### src/rtl/hazard_stall_controller_pkg.sv
// Shared types and constants for the hazard stall controller.
//   slot_t       : one shadow scoreboard entry {valid, rd, reg_w}
//   REG_ZERO     : hard-wired zero register number
//   R_TYPE       : R-type opcode (used by Control-side decode and the bench)
//   slot_hits()  : true when a slot can still produce a value that src reads
package hazard_stall_controller_pkg;

    localparam logic [4:0] REG_ZERO = 5'd0;
    localparam logic [5:0] R_TYPE   = 6'b000000;

    typedef struct packed {
        logic       valid;
        logic [4:0] rd;
        logic       reg_w;
    } slot_t;

    localparam int SLOT_W = $bits(slot_t);

    // $0 is never a producer and never a real consumer, so both sides are
    // excluded before the address compare.
    function automatic logic slot_hits(input slot_t s, input logic [4:0] src);
        return s.valid && s.reg_w && (s.rd != REG_ZERO) &&
               (src != REG_ZERO) && (s.rd == src);
    endfunction

endpackage

### src/rtl/hazard_scoreboard_slot.sv
// One shadow scoreboard stage: a slot_t register with synchronous clear.
// Ports:
//   i_clk  : clock
//   i_clr  : synchronous clear (slot becomes invalid)
//   i_d    : next slot contents
//   o_q    : registered slot contents
module hazard_scoreboard_slot
    import hazard_stall_controller_pkg::*;
(
    input  logic  i_clk,
    input  logic  i_clr,
    input  slot_t i_d,
    output slot_t o_q
);

    slot_t r_q;

    always_ff @(posedge i_clk) begin
        if (i_clr) begin
            r_q <= '0;
        end else begin
            r_q <= i_d;
        end
    end

    assign o_q = r_q;

endmodule

### src/rtl/hazard_stall_controller.sv
// RAW interlock for a five-stage pipeline without forwarding.
// A three-entry shadow scoreboard (EX, MEM, WB) tracks pending register
// writes; the instruction in ID is held until its sources are safe to read.
// Ports:
//   clk, rst          : clock, synchronous active-high reset
//   id_*              : decoded fields / control of the instruction in ID
//   ext_hold          : external front-end hold request
//   pc_hold           : PC must not update this cycle
//   if_id_hold        : IF_ID keeps its contents
//   id_ex_bubble      : ID_EX captures a NOP with Reg_w=0
//   stall_age         : consecutive held cycles of the current ID instr (sat 3)
//   issued_cnt        : instructions moved from ID to EX (saturating)
//   stall_cnt         : cycles with id_ex_bubble=1 (saturating)
//
// Hold semantics: the three hold outputs are one combinational signal.
// While it is high the instruction in ID must be presented unchanged on the
// next cycle; it is accepted into EX on the first edge where it is low.
module hazard_stall_controller
    import hazard_stall_controller_pkg::*;
#(
    parameter logic WB_BYPASS = 1'b1,
    parameter int   CNT_W     = 32
) (
    input  logic             clk,
    input  logic             rst,
    input  logic             id_valid,
    input  logic [4:0]       id_rs_addr,
    input  logic [4:0]       id_rt_addr,
    input  logic             id_rs_used,
    input  logic             id_rt_used,
    input  logic [4:0]       id_rd_addr,
    input  logic             id_reg_w,
    input  logic             ext_hold,
    output logic             pc_hold,
    output logic             if_id_hold,
    output logic             id_ex_bubble,
    output logic [1:0]       stall_age,
    output logic [CNT_W-1:0] issued_cnt,
    output logic [CNT_W-1:0] stall_cnt
);

    localparam logic [CNT_W-1:0] CNT_ONE = {{(CNT_W-1){1'b0}}, 1'b1};

    slot_t w_ex_s;
    slot_t w_mem_s;
    slot_t w_wb_s;
    slot_t w_ex_d;

    logic w_rs_hit;
    logic w_rt_hit;
    logic w_hazard;
    logic w_stall;

    logic [1:0]       r_stall_age;
    logic [CNT_W-1:0] r_issued_cnt;
    logic [CNT_W-1:0] r_stall_cnt;

    // WB only matters when the register file cannot forward a same-cycle
    // write to the read port.
    always_comb begin
        w_rs_hit = slot_hits(w_ex_s, id_rs_addr) || slot_hits(w_mem_s, id_rs_addr) ||
                   (!WB_BYPASS && slot_hits(w_wb_s, id_rs_addr));
        w_rt_hit = slot_hits(w_ex_s, id_rt_addr) || slot_hits(w_mem_s, id_rt_addr) ||
                   (!WB_BYPASS && slot_hits(w_wb_s, id_rt_addr));
        w_hazard = id_valid && ((id_rs_used && w_rs_hit) || (id_rt_used && w_rt_hit));
        w_stall  = w_hazard || ext_hold;
    end

    // A stalled ID instruction must not also be recorded as entering EX.
    always_comb begin
        w_ex_d = '0;
        if (!w_stall) begin
            w_ex_d.valid = id_valid;
            w_ex_d.rd    = id_rd_addr;
            w_ex_d.reg_w = id_reg_w;
        end
    end

    hazard_scoreboard_slot u_ex_slot (
        .i_clk (clk),
        .i_clr (rst),
        .i_d   (w_ex_d),
        .o_q   (w_ex_s)
    );

    hazard_scoreboard_slot u_mem_slot (
        .i_clk (clk),
        .i_clr (rst),
        .i_d   (w_ex_s),
        .o_q   (w_mem_s)
    );

    hazard_scoreboard_slot u_wb_slot (
        .i_clk (clk),
        .i_clr (rst),
        .i_d   (w_mem_s),
        .o_q   (w_wb_s)
    );

    always_ff @(posedge clk) begin
        if (rst) begin
            r_stall_age  <= 2'd0;
            r_issued_cnt <= '0;
            r_stall_cnt  <= '0;
        end else begin
            if (w_stall) begin
                if (r_stall_age != 2'd3) begin
                    r_stall_age <= r_stall_age + 2'd1;
                end
                if (r_stall_cnt != '1) begin
                    r_stall_cnt <= r_stall_cnt + CNT_ONE;
                end
            end else begin
                r_stall_age <= 2'd0;
                if (id_valid && (r_issued_cnt != '1)) begin
                    r_issued_cnt <= r_issued_cnt + CNT_ONE;
                end
            end
        end
    end

    assign pc_hold      = w_stall;
    assign if_id_hold   = w_stall;
    assign id_ex_bubble = w_stall;
    assign stall_age    = r_stall_age;
    assign issued_cnt   = r_issued_cnt;
    assign stall_cnt    = r_stall_cnt;

endmodule

### config.mk
export PLATFORM = sky130hd
export DESIGN_NAME = hazard_stall_controller
export DESIGN_NICKNAME = d
export VERILOG_FILES = /design/src/rtl/hazard_stall_controller_pkg.sv /design/src/rtl/hazard_scoreboard_slot.sv /design/src/rtl/hazard_stall_controller.sv
export SDC_FILE = /design/constraint.sdc
export NUM_CORES = 1
export LEC_CHECK = 0
export BUFFER_PORTS_ARGS = -buffer_cell sky130_fd_sc_hd__buf_2
export CAP_MARGIN = 40
export CELL_PAD_IN_SITES_DETAIL_PLACEMENT = 0
export CELL_PAD_IN_SITES_GLOBAL_PLACEMENT = 1
export CORE_MARGIN = 5
export CORE_UTILIZATION = 36
export CTS_CLUSTER_DIAMETER = 120
export CTS_CLUSTER_SIZE = 25
export DETAILED_ROUTE_END_ITERATION = 6
export PLACE_DENSITY = 0.86
export SLEW_MARGIN = 30
export SYNTH_ARGS = -nofsm -noshare
export SYNTH_HDL_FRONTEND = slang
export SYNTH_SLANG_ARGS = --single-unit
### constraint.sdc
create_clock -name clk -period 3 [get_ports clk]
set_input_delay 0.15 -clock clk [delete_from_list [all_inputs] [get_ports clk]]
set_output_delay 0.15 -clock clk [all_outputs]
set_load 0.02 [all_outputs]
==> run_results.csv <==
group,metric,value,unit
sta,rsz0062_at_grt,"yes",
sta,fin_crit,2.97,ns
flow_run,maxCapViolCount,0,
sta,skew,0.00729,ns
worst_hold_path,min_path_type,"input pin to flop",
final_layout,antenna_cells,0,
final_layout,fillers,1093,
final_layout,area_growth,24.2,%
final_layout,instances_no_fill,729,
synth,async_flop_share,0,%
clocking,cts_sinks,80,
route,ant_nets,0,
setup_path,required,3.23,ns
synth,syn_area,4010,um2
sta,hold_violations,0,
floorplanning,start_util,36.8,%
synth,seq_area_frac_synth,40.0,%
sta,worst_pin_slew,0.704,ns
grt,antenna_found_initial,0,
setup_path,crit_type,"flop to flop",
setup_path,path_max_fanout,12,
setup_path,start_kind,"flop",
floorplanning,io_pins,91,
setup_path,arrival,3.19,ns
clocking,worstSkewPairLatency,0.35,ns
sta,relSlewSlack,53.1,%
placement,hpwl,8.01,mm
synth,syn_avg_cell_area,8.42,um2
sta,setup_viol,0,
power_and_ir_drop,p_leak,0.00190,uW
grt,track_usage,16.2,%
grt,grt_max_degree,32,
synth,yosysWarnings,0,
final_layout,multi_input_area,2280,um2
synth,synth_ff_type,"dfxtp_1",
power_and_ir_drop,ir_drop,0.165,mV
route,drt_iter0_drc,165,
clocking,htreeDepth,3,
route,vias,3885,
floorplanning,fp.dieH,116,um
clocking,clk_pin_slew,0.08,ns
synth,synth_edf_count,0,
sta,maxSlewViolCount,0,
clocking,cts_buffer_depth,2,
final_layout,drive_gt1_share,26.1,%
clocking,cts_buffers,9,
placement,dp_cells,705,
clocking,tritoncts,"done",
floorplanning,fp.coreArea,10900,um2
final_layout,seq_area,1600,um2
synth,synth_cell_types,46,
route,dr.pass1.iters,4,
placement,portBuffers,90,
synth,yosys_register_bits,80,
route,drt-vias-per-instance,5.33,
route,wl,10.9,mm
synth,synthCells,476,
grt,grt_pass1_wl,17.5,mm
route,wl_per_cell,14.9,um
grt,grt_pass1_vias,3597,
setup_path,cp-end-kind,"flop",
status,status,"completed",
power_and_ir_drop,power,1940,uW
placement,routabilityCongestion,0.920,
floorplanning,fp.dieArea,13300,um2
floorplanning,die_w,116,um
grt,overflow,0,
power_and_ir_drop,p_per_area,390,nW/um2
sta,max_freq,337,MHz
synth,synth_fp_nets,501,
final_layout,finish.net_count,609,
route,drcViolationCount,0,
clocking,cts-root-buf,"clkbuf_8",
sta,fin_crit_sh,98.9,%
setup_path,reg2reg_slack,0.03,ns
floorplanning,rows,38,
-- layer usage --
layer  up-vias  GRT usage (%)  routed length, um
met5         -              0                  0
met4         0           5.48                139
met3        11           3.34                646
met2        95           25.6               5090
met1      1824           22.0               4990
li1       1955              -                  -
-- cells in the mapped netlist (all sizes together), types with 2 or more instances --
cell | number | share of area [%]
o31ai | 9 | 1.7
xor2 | 2 | 0.44
a31o | 7 | 1.5
ha | 3 | 0.94
buf | 5 | 0.90
xnor2 | 41 | 9.0
mux2i | 2 | 0.50
nand3b | 2 | 0.37
or4 | 12 | 2.3
nand2b | 4 | 0.62
nor3 | 3 | 0.37
clkbuf | 17 | 1.6
nand2 | 26 | 2.4
nor2b | 15 | 2.3
mux2 | 8 | 2.2
nor4 | 18 | 3.0
a21oi | 33 | 4.2
o211ai | 2 | 0.50
and3 | 9 | 1.4
and2 | 9 | 1.4
o21ai | 15 | 1.9
nand3 | 29 | 3.6
o41ai | 3 | 0.66
nand4 | 22 | 3.4
dfxtp | 80 | 40
inv | 17 | 1.6
a2111oi | 9 | 2.0
nor2 | 49 | 4.6
or3 | 14 | 2.3
a211oi | 3 | 0.56
-- where the power goes --
part           leakage [uW]  switching [uW]  internal [uW]
Combinational       0.00117            86.1           63.4
Clock             0.0000834             383            322
Sequential         0.000647            12.2           1070
Total               0.00190             481           1460
-- final timing paths --
| kind | to | start | depth (start not counted) |
|---|---|---|---|
| setup / recovery | issued_cnt[25] | u_mem_slot.o_q[2] | 8 |
| hold reg to reg | u_mem_slot.o_q[6] | u_ex_slot.o_q[6] | 1 |
| hold / removal | u_ex_slot.o_q[1] | id_rd_addr[0] | 2 |
| setup reg to reg | issued_cnt[25] | u_mem_slot.o_q[2] | 8 |
-- cells by family (layout without fill, tap and decap cells) --
kind of cell	after synthesis	after routing	share of synthesized area (%)
buffers and inverters	39	151	4.09
multiplexers	10	10	2.75
flip-flops	80	80	40.0
AND/OR/NAND/NOR	216	217	29.1
AO/OA/AOI/OAI	85	85	13.8
adder cells (fa/ha/maj)	3	3	0.936
XOR/XNOR	43	43	9.39
-- metrics by stage --
stage / hold slack, ns / TNS [ns] / instance area, um2 / setup WS [ns] / util (%)
after CTS: 0.00289 / 0 / 4930 / 0.0161 / 45.3
final: 0.0159 / 0 / 4980 / 0.0330 / 45.7
after global placement: 0.365 / 0 / 4700 / 0.0509 / 43.2
after detailed placement: 0.367 / -0.00739 / 4730 / -0.00739 / 43.4
after global routing: 0.00317 / -0.603 / 4980 / -0.0740 / 45.7
after floorplan: 0.272 / 0 / 4010 / 0.191 / -
-- cell usage in the layout (no fill, tap or decap), types with 9 or more instances in the layout --
| master | n |
|---|---|
| buf_2 | 90 |
| dfxtp_1 | 80 |
| nor2_1 | 49 |
| xnor2_1 | 41 |
| a21oi_1 | 32 |
| nand3_1 | 29 |
| nand2_1 | 26 |
| nand4_1 | 22 |
| buf_4 | 22 |
| inv_1 | 17 |
| nor4_1 | 15 |
| nor2b_1 | 15 |
| o21ai_0 | 14 |
| or3_1 | 13 |
| or4_1 | 11 |
| clkbuf_8 | 10 |
| and2_1 | 9 |
| and3_1 | 9 |
| a2111oi_0 | 9 |
-- sequential cells by signal, indices dropped and copies added, names as in the netlist --
register and cells:
issued_cnt 32, stall_cnt 32, stall_age 2, u_mem_slot.o_q 7
u_ex_slot.o_q 7
-- area by class of cell --
class	instances	area share, %
sequential	80	32.2
multi-input combinational	358	45.9
clock buffer	13	2.99
inverter	17	1.28
timing repair buffer	118	13.8
clock inverter	3	0.352
tap	140	3.52
-- worst max-delay path, cell delays in order (launching register included) --
cell	delay, ns
dfxtp_1	0.31
or4_1	0.52
o211ai_1	0.23
nor4_1	0.11
or4_4	0.58
or3_4	0.48
buf_4	0.19
o41ai_1	0.33
a21oi_1	0.10
-- what timing repair did --
action                                 in CTS  in global routing
hold buffers                                4                  0
gates resized for setup                     0                  3
setup endpoints to repair                   1                 11
endpoints found under the hold margin       4                  0
setup buffers                               0                  2
gates cloned                                0                  1
pin swaps                                   1                  1
No activity file was read; power rests on OpenSTA's default activity.
